File: src/rtl/mem_dump.sv
`default_nettype none
// +----------------------------------------------------------------------------+
// | Module      : mem_dump                                                     |
// | Description : Bus-mastering RAM reader. Requests the shared addr/data bus  |
// |               from the CPU, reads a block of words starting at base_addr   |
// |               and streams them out on a valid/ready interface.             |
// |               Optional feature macro: MEM_DUMP_CSUM_EN (appends a          |
// |               two's-complement checksum word so the stream sums to zero).  |
// | Revision    : 1.0 - initial release                                        |
// +----------------------------------------------------------------------------+

`ifndef ADDR_SIZE
`define ADDR_SIZE 8
`endif
`ifndef WORD_SIZE
`define WORD_SIZE 8
`endif

module mem_dump #(
    parameter int RD_LAT    = 1,
    parameter int ADDR_SIZE = `ADDR_SIZE,
    parameter int WORD_SIZE = `WORD_SIZE
) (
    input  logic                 clk,
    input  logic                 rst,
    input  logic                 start,
    input  logic [ADDR_SIZE-1:0] base_addr,
    input  logic [ADDR_SIZE-1:0] length,
    output logic                 bus_req,
    input  logic                 bus_gnt,
    output logic [ADDR_SIZE-1:0] addr_out,
    output logic                 addr_oe,
    output logic                 wr_en,
    input  logic [WORD_SIZE-1:0] data_in,
    output logic [WORD_SIZE-1:0] out_data,
    output logic                 out_valid,
    input  logic                 out_ready,
    output logic                 out_last,
    output logic                 busy,
    output logic                 done
);

    // State encoding
    localparam logic [2:0] c_ST_IDLE = 3'd0;
    localparam logic [2:0] c_ST_REQ  = 3'd1;
    localparam logic [2:0] c_ST_ADDR = 3'd2;
    localparam logic [2:0] c_ST_SEND = 3'd3;
    localparam logic [2:0] c_ST_CSUM = 3'd4;
    localparam logic [2:0] c_ST_FIN  = 3'd5;

    // Read latency counter: RD_LAT is limited to 1..4, so two bits suffice
    localparam logic [1:0]           c_LAT_LAST = 2'(RD_LAT - 1);
    localparam logic [ADDR_SIZE-1:0] c_A_ZERO   = '0;
    localparam logic [ADDR_SIZE-1:0] c_A_ONE    = {{(ADDR_SIZE-1){1'b0}}, 1'b1};

    logic [2:0]           r_state;
    logic [ADDR_SIZE-1:0] r_cur;
    logic [ADDR_SIZE-1:0] r_rem;
    logic [1:0]           r_lat_cnt;
    logic [ADDR_SIZE-1:0] r_addr_out;
    logic                 r_addr_oe;
    logic                 r_bus_req;
    logic [WORD_SIZE-1:0] r_out_data;
    logic                 r_out_valid;
    logic                 r_out_last;
    logic                 r_busy;
    logic                 r_done;

    logic                 w_handshake;
    logic                 w_last_word;
    logic [ADDR_SIZE-1:0] w_next_addr;

`ifdef MEM_DUMP_CSUM_EN
    localparam logic [WORD_SIZE-1:0] c_W_ONE = {{(WORD_SIZE-1){1'b0}}, 1'b1};

    logic [WORD_SIZE-1:0] r_sum;
    logic [WORD_SIZE-1:0] w_sum_next;
    logic [WORD_SIZE-1:0] w_csum;

    // Sum including the word being handed off, and its negation for the trailer
    assign w_sum_next = r_sum + r_out_data;
    assign w_csum     = ~w_sum_next + c_W_ONE;
`endif

    assign w_handshake = r_out_valid & out_ready;
    assign w_last_word = (r_rem == c_A_ONE);
    assign w_next_addr = r_cur + c_A_ONE;

    // Outputs; addr_oe is gated by the live grant so the bus is released the
    // same cycle the CPU takes it back
    assign bus_req   = r_bus_req;
    assign addr_out  = r_addr_out;
    assign addr_oe   = r_addr_oe & bus_gnt;
    assign wr_en     = 1'b0;
    assign out_data  = r_out_data;
    assign out_valid = r_out_valid;
    assign out_last  = r_out_last;
    assign busy      = r_busy;
    assign done      = r_done;

    // Dump sequencer: bus arbitration, address issue, data capture and stream handshake
    always_ff @(posedge clk or posedge rst) begin
        if (rst) begin
            r_state     <= c_ST_IDLE;
            r_cur       <= '0;
            r_rem       <= '0;
            r_lat_cnt   <= '0;
            r_addr_out  <= '0;
            r_addr_oe   <= 1'b0;
            r_bus_req   <= 1'b0;
            r_out_data  <= '0;
            r_out_valid <= 1'b0;
            r_out_last  <= 1'b0;
            r_busy      <= 1'b0;
            r_done      <= 1'b0;
`ifdef MEM_DUMP_CSUM_EN
            r_sum       <= '0;
`endif
        end else begin
            r_done <= 1'b0;
            case (r_state)
                c_ST_IDLE: begin
                    if (start) begin
`ifdef MEM_DUMP_CSUM_EN
                        r_sum <= '0;
`endif
                        if (length != c_A_ZERO) begin
                            r_cur     <= base_addr;
                            r_rem     <= length;
                            r_busy    <= 1'b1;
                            r_bus_req <= 1'b1;
                            r_state   <= c_ST_REQ;
                        end else begin
`ifdef MEM_DUMP_CSUM_EN
                            // Empty block still yields its (zero) checksum word
                            r_out_data  <= '0;
                            r_out_valid <= 1'b1;
                            r_out_last  <= 1'b1;
                            r_busy      <= 1'b1;
                            r_state     <= c_ST_CSUM;
`else
                            r_done  <= 1'b1;
                            r_state <= c_ST_FIN;
`endif
                        end
                    end
                end

                c_ST_REQ: begin
                    if (bus_gnt) begin
                        r_addr_oe  <= 1'b1;
                        r_addr_out <= r_cur;
                        r_lat_cnt  <= '0;
                        r_state    <= c_ST_ADDR;
                    end
                end

                c_ST_ADDR: begin
                    if (!bus_gnt) begin
                        // Grant lost before capture: retry the same address
                        r_addr_oe <= 1'b0;
                        r_state   <= c_ST_REQ;
                    end else if (r_lat_cnt == c_LAT_LAST) begin
                        r_out_data  <= data_in;
                        r_out_valid <= 1'b1;
`ifdef MEM_DUMP_CSUM_EN
                        r_out_last  <= 1'b0;
`else
                        r_out_last  <= w_last_word;
`endif
                        r_addr_oe   <= 1'b0;
                        r_state     <= c_ST_SEND;
                    end else begin
                        r_lat_cnt <= r_lat_cnt + 2'd1;
                    end
                end

                c_ST_SEND: begin
                    if (w_handshake) begin
                        r_out_valid <= 1'b0;
                        r_out_last  <= 1'b0;
                        r_cur       <= w_next_addr;
                        r_rem       <= r_rem - c_A_ONE;
`ifdef MEM_DUMP_CSUM_EN
                        r_sum       <= w_sum_next;
`endif
                        if (w_last_word) begin
                            r_bus_req <= 1'b0;
`ifdef MEM_DUMP_CSUM_EN
                            r_out_data  <= w_csum;
                            r_out_valid <= 1'b1;
                            r_out_last  <= 1'b1;
                            r_state     <= c_ST_CSUM;
`else
                            r_busy  <= 1'b0;
                            r_done  <= 1'b1;
                            r_state <= c_ST_FIN;
`endif
                        end else begin
                            r_addr_oe  <= 1'b1;
                            r_addr_out <= w_next_addr;
                            r_lat_cnt  <= '0;
                            r_state    <= c_ST_ADDR;
                        end
                    end
                end

                c_ST_CSUM: begin
                    if (w_handshake) begin
                        r_out_valid <= 1'b0;
                        r_out_last  <= 1'b0;
                        r_busy      <= 1'b0;
                        r_done      <= 1'b1;
                        r_state     <= c_ST_FIN;
                    end
                end

                c_ST_FIN: begin
                    // done is visible for exactly this cycle
                    r_state <= c_ST_IDLE;
                end

                default: begin
                    r_state <= c_ST_IDLE;
                end
            endcase
        end
    end

endmodule

`default_nettype wire
File: config.mk
export PLATFORM = sky130hd
export DESIGN_NAME = mem_dump
export DESIGN_NICKNAME = d
export VERILOG_FILES = /design/src/rtl/mem_dump.sv
export SDC_FILE = /design/constraint.sdc
export NUM_CORES = 1
export LEC_CHECK = 0
export BUFFER_PORTS_ARGS = -buffer_cell sky130_fd_sc_hd__buf_2
export CAP_MARGIN = 10
export CORE_MARGIN = 4
export CORE_UTILIZATION = 30
export CTS_CLUSTER_SIZE = 30
export DETAILED_ROUTE_END_ITERATION = 7
export SLEW_MARGIN = 20
export SYNTH_ARGS = -nofsm -noshare
export SYNTH_HDL_FRONTEND = slang
export SYNTH_SLANG_ARGS = --single-unit
File: constraint.sdc
create_clock -name clk -period 2 [get_ports clk]
set_input_delay 0.1 -clock clk [delete_from_list [all_inputs] [get_ports clk]]
set_output_delay 0.1 -clock clk [all_outputs]
set_load 0.02 [all_outputs]
=== Yosys cells after proc, flatten, opt, wreduce, memory -nomap -nowiden ===
Cells that the tools add are included.
Widths: inputs -> output; s select.

* $mul: 0
* Shift operators: 0
* Reduce and logical (&&, ||, !) cells: 18
* Div/mod/pow operators: 0
* Mux-type cells: 52
* Bitwise operators: 2
* $lt $le $gt $ge: 0
* Eq/ne operators: 17
* $add $sub $neg: 3

{| class="wikitable"
|+ Operator list
! cell !! count
|-
| $mux 8 || 9
|-
| $pmux 8 s2 || 3
|-
| $mux 3 || 8
|-
| $ne 2x2->1 const B || 10
|-
| $mux 1 || 19
|-
| $pmux 3 s5 || 1
|-
| $reduce_and 5->1 || 3
|-
| $reduce_and 4->1 || 3
|-
| $reduce_and 6->1 || 2
|-
| $mux 2 || 5
|-
| $pmux 1 s3 || 3
|-
| $add 8x1->8 const B || 1
|-
| $eq 8x1->1 const B || 1
|-
| $reduce_bool 8->1 || 1
|-
| $sub 8x1->8 const B || 1
|-
| $eq 3x2->1 const B || 2
|-
| $pmux 1 s2 || 3
|-
| $pmux 2 s3 || 1
|-
| $reduce_bool 2->1 || 3
|-
| $reduce_bool 3->1 || 2
|-
| $eq 3x1->1 const B || 1
|-
| $eq 3x3->1 const B || 1
|-
| $logic_not 3->1 || 1
|-
| $ne 3x3->1 const B || 1
|-
| 6 further kinds || 7
|}

* Output and inout bits: 23
* Memories kept: 0
* Register bits after elaboration: 43
* ROM bits: 0
* Memory bits (writable): 0
* Latch bits: 0
* Bits of input ports: 29
* Logic and storage cells: 104

=== Depth between registers and ports, before layout ===
* Word-level depth: 4
* Mapped depth: 6
* Gate-level depth less buffers: 6

=== Worst setup path after synthesis ===
No wires, ideal clock.

* Path type: register to register
* Start: reg r_rem[0]
* End: reg r_addr_out[0], in the netlist addr_out[0]
* Cell stages (with the launch flop): 6
* Library setup time: 125 ps
* Required time: 1875 ps
* Arrival: 1688 ps
* Slack: 188 ps
* Period minus slack after synthesis: 1812 ps
* Buffers on the path: 1
* Cell sequence: dfrtp_1 ha_1 and4b_1 buf_2 a211oi_4 mux2_2

* Word-level cells in the longest chain between the ends: 3

{| class="wikitable"
|+ Ends and longest elaborated chain
! item !! RTL line !! text
|-
| from (decl) || 58 || <nowiki>logic [ADDR_SIZE-1:0] r_rem;</nowiki>
|-
| from (signal assigned) || 129 || <nowiki>r_rem <= length;</nowiki>
|-
| from (signal assigned) || 183 || <nowiki>r_rem <= r_rem - c_A_ONE;</nowiki>
|-
| $eq 8x1->1 || 86 || <nowiki>assign w_last_word = (r_rem == c_A_ONE);</nowiki>
|-
| $ne 2x2->1 (no source line) || - ||
|-
| $reduce_and 4->1 (no source line) || - ||
|-
| to (signal assigned) || 152 || <nowiki>r_addr_out <= r_cur;</nowiki>
|-
| to (signal assigned) || 201 || <nowiki>r_addr_out <= w_next_addr;</nowiki>
|-
| to (decl) || 60 || <nowiki>logic [ADDR_SIZE-1:0] r_addr_out;</nowiki>
|}

No other way between the ends.
A chain may end at the register's enable or synchronous reset.

=== Worst setup path in the final report ===
* Start: reg r_rem[0]
* End: reg r_addr_out[4], in the netlist addr_out[4]

Same word-level chain as after synthesis.

==> flow_metrics.py <==
metrics = {
    "die": {
        "coreArea_um2": 7770,
        "io_pins": 52,
        "rows": 32,
        "die_y_um": 97.8,
        "die_area_um2": 9560,
        "start_util": 0.311,
        "die_w_um": 97.8,
    },
    "timing": {
        "hold_violations": 0,
        "worstMarginPinSlew_ns": 0.671,
        "drv_slew": 0,
        "max_freq_ghz": 0.523,
        "fin_ws_ns": 0.0879,
        "finalClockSkew_ns": 0.00985,
        "rsz0062_at_grt": "true",
        "min_period_ns": 1.91,
        "finalCritPeriodShare": 0.956,
        "max_slew_margin": 0.550,
        "setup_viol": 0,
    },
    "clock_network": {
        "ctsRootBufferMaster": "clkbuf_8",
        "clockBufferDepth": 2,
        "clock-sinks": 43,
        "cts_setup_buffers": 0,
        "clkTransAtPathRegs_ns": 0.08,
        "cts_buffers": 5,
        "htree_num_levels": 2,
        "cts_tree": "yes",
        "worstSkewPairLatency_ns": 0.30,
    },
    "drt": {
        "routed_via_density": 5.14,
        "drt.antenna.violating_nets": 0,
        "drc_errors": 0,
        "dr.pass1.iters": 5,
        "vias": 2117,
        "wl_per_cell_um": 15.0,
        "first_iter_violations": 103,
        "wirelength_um": 6200,
    },
    "placement": {
        "port-buffer-count": 50,
        "dpl_cell_area_um2": 2920,
        "gp_congestion": 0.832,
        "place_ws_ns": 0.0382,
        "post-dp-hpwl_um": 4740,
    },
    "layout": {
        "finalNetCount": 342,
        "final_area_um2": 3020,
        "drive_gt1_frac": 0.348,
        "nFillCells": 803,
        "synthToLayoutAreaGrowth_pct": 24.8,
        "antenna_cells": 0,
    },
    "grt": {
        "antenna_found_initial": 0,
        "grt_max_degree": 21,
        "grt_usage": 0.134,
        "grt_pass1_vias": 2149,
        "grt_pass1_wl_um": 10600,
        "overflow": 0,
    },
    "critical_path": {
        "criticalPathCategory": "flop to flop",
        "cp_max_fo": 9,
        "critPathSlowestCell": "a211oi_4",
        "critPathMaxStageDelay_ns": 0.48,
        "setup.worst_path.start_class": "flop",
        "path_cells": "ha_1, and4b_2, a211oi_4, mux2_2",
        "crit_required_ns": 2.18,
        "cp_data_arrival_time_ns": 2.10,
        "worst_setup_path_end_kind": "flop",
    },
    "logic_synthesis": {
        "synthDistinctLibCells": 55,
        "synth_area_leaders": "dfrtp_1 44%, mux2_2 7.4%, nand2_1 2.8%",
        "ys.flop_type": "dfrtp_1",
        "syn_avg_cell_area_um2": 10.0,
        "ys_seq_elements": 43,
        "synth_area_um2": 2420,
        "netlist_instances": 241,
        "ys_seq_area_frac": 0.445,
        "synth_common_cells": "43 x dfrtp_1, 18 x nand2_1, 16 x mux2_2, 13 x nor2_1, 13 x o21ai_0",
        "synth_edf_count": 0,
        "yosysMostFrequentCell": "dfrtp_1",
        "synth_top_area_frac": 0.445,
        "async_flop_share": 1.00,
        "synth_nets": 274,
        "yosysWarnings": 0,
        "yosys.area.top_type": "dfrtp_1",
    },
    "run_status": {
        "outcome": "complete, no violations",
    },
    "pwr": {
        "p_per_area_nw_per_um2": 1510,
        "leakagePower_uw": 0.00136,
        "max-vdd-ir-drop_mv": 0.597,
    },
    "hold_path": {
        "hp-class": "input port to flop",
    },
    "run": {
        "cap_viol_max_count": 0,
    },
}
[worst max-delay path: cells and delay by family, from the launching register on]
family	cells	cell delay, ns
fa+ha+maj	1	0.21
flops	1	0.42
mux	1	0.39
simple gates	1	0.29
compound gates	1	0.48
[power by group]
group          internal, µW  switching (µW)  total [µW]
logic                  1130            1310        2440
registers              1270             312        1580
clock network           245             291         536
[final timing paths]
kind | from | endpoint | slack [ns] | depth (start not counted)
max | r_rem[0] | addr_out[4] | 0.09 | 4
min | base_addr[5] | r_cur[5] | 0.03 | 2
max reg2reg | r_rem[0] | addr_out[4] | 0.09 | 4
min reg2reg | bus_req | bus_req | 0.49 | 1
max in group asynchronous | rst | r_rem[7] | 1.06 | 4
min in group asynchronous | rst | r_cur[5] | 0.35 | 3
[cells by family after synthesis]
logic type	Yosys count	share of synthesized area
compound gates	70	0.211
xor+xnor	7	0.0253
fa+ha+maj	4	0.0207
buf+inv	25	0.0486
flops	43	0.445
mux	17	0.0786
other cells	1	0.00155
simple gates	74	0.169
[cell usage in the layout, fill, tap and decap left out, types with 3 or more instances in the layout]
master / synthesis / routed
o22ai_1: 5 / 5
nand4_1: 3 / 3
o21ai_0: 13 / 12
clkbuf_8: 0 / 5
nand3b_1: 3 / 3
nor2_1: 13 / 13
a21oi_1: 12 / 12
nand3_1: 6 / 6
a211oi_1: 3 / 3
nor3b_1: 4 / 4
and2_1: 3 / 3
a21o_1: 4 / 4
a22oi_1: 3 / 3
nand2_1: 18 / 18
dfrtp_1: 43 / 43
buf_2: 4 / 50
a221o_1: 6 / 6
nor3_1: 5 / 5
mux2_2: 16 / 16
buf_4: 1 / 24
and3_1: 4 / 4
inv_1: 10 / 9
ha_1: 4 / 3
xnor2_1: 5 / 5
[state kept, by name (all words and copies together), names as in the netlist, 2 cells and up]
signal and count:
r_cur 8, out_data 8, r_rem 8, r_lat_cnt 2, r_state 3, addr_out 8
[metal layers]
metal,vias up,wire [µm],track usage
li1,1034,-,-
met1,1019,2900,0.184
met2,58,2910,0.211
met3,6,317,0.0336
met4,0,68,0.0362
met5,-,0,0
[through the flow]
step	util	setup TNS, ns	hold slack, ns	cells	power [µW]
2_1_floorplan	-	0	0.222	241	3240
4_1_cts	0.387	0	0.0259	412	4600
5_1_grt	0.389	-0.0927	0.0151	412	4960
3_5_place_dp	0.375	0	0.146	403	4040
3_3_place_gp	0.375	0	0.152	403	4000
6_report	0.389	0	0.0305	412	4550
[timing repair]
item,in CTS,in global routing
endpoints found under the setup margin,0,14
hold buffers,1,0
gates resized for setup,0,5
hold endpoints to repair,16,0
[area by class of cell]
| type | count | area, µm² | share of cell area |
|---|---|---|---|
| Clock buffer | 7 | 76.3 | 0.0253 |
| Clock inverter | 1 | 5.00 | 0.00166 |
| Inverter | 10 | 37.5 | 0.0124 |
| Multi-Input combinational cell | 173 | 1240 | 0.409 |
| Sequential cell | 43 | 1080 | 0.356 |
| Tap cell | 102 | 128 | 0.0423 |
| Timing Repair Buffer | 76 | 460 | 0.153 |
Power figures use the tool's default switching activity.
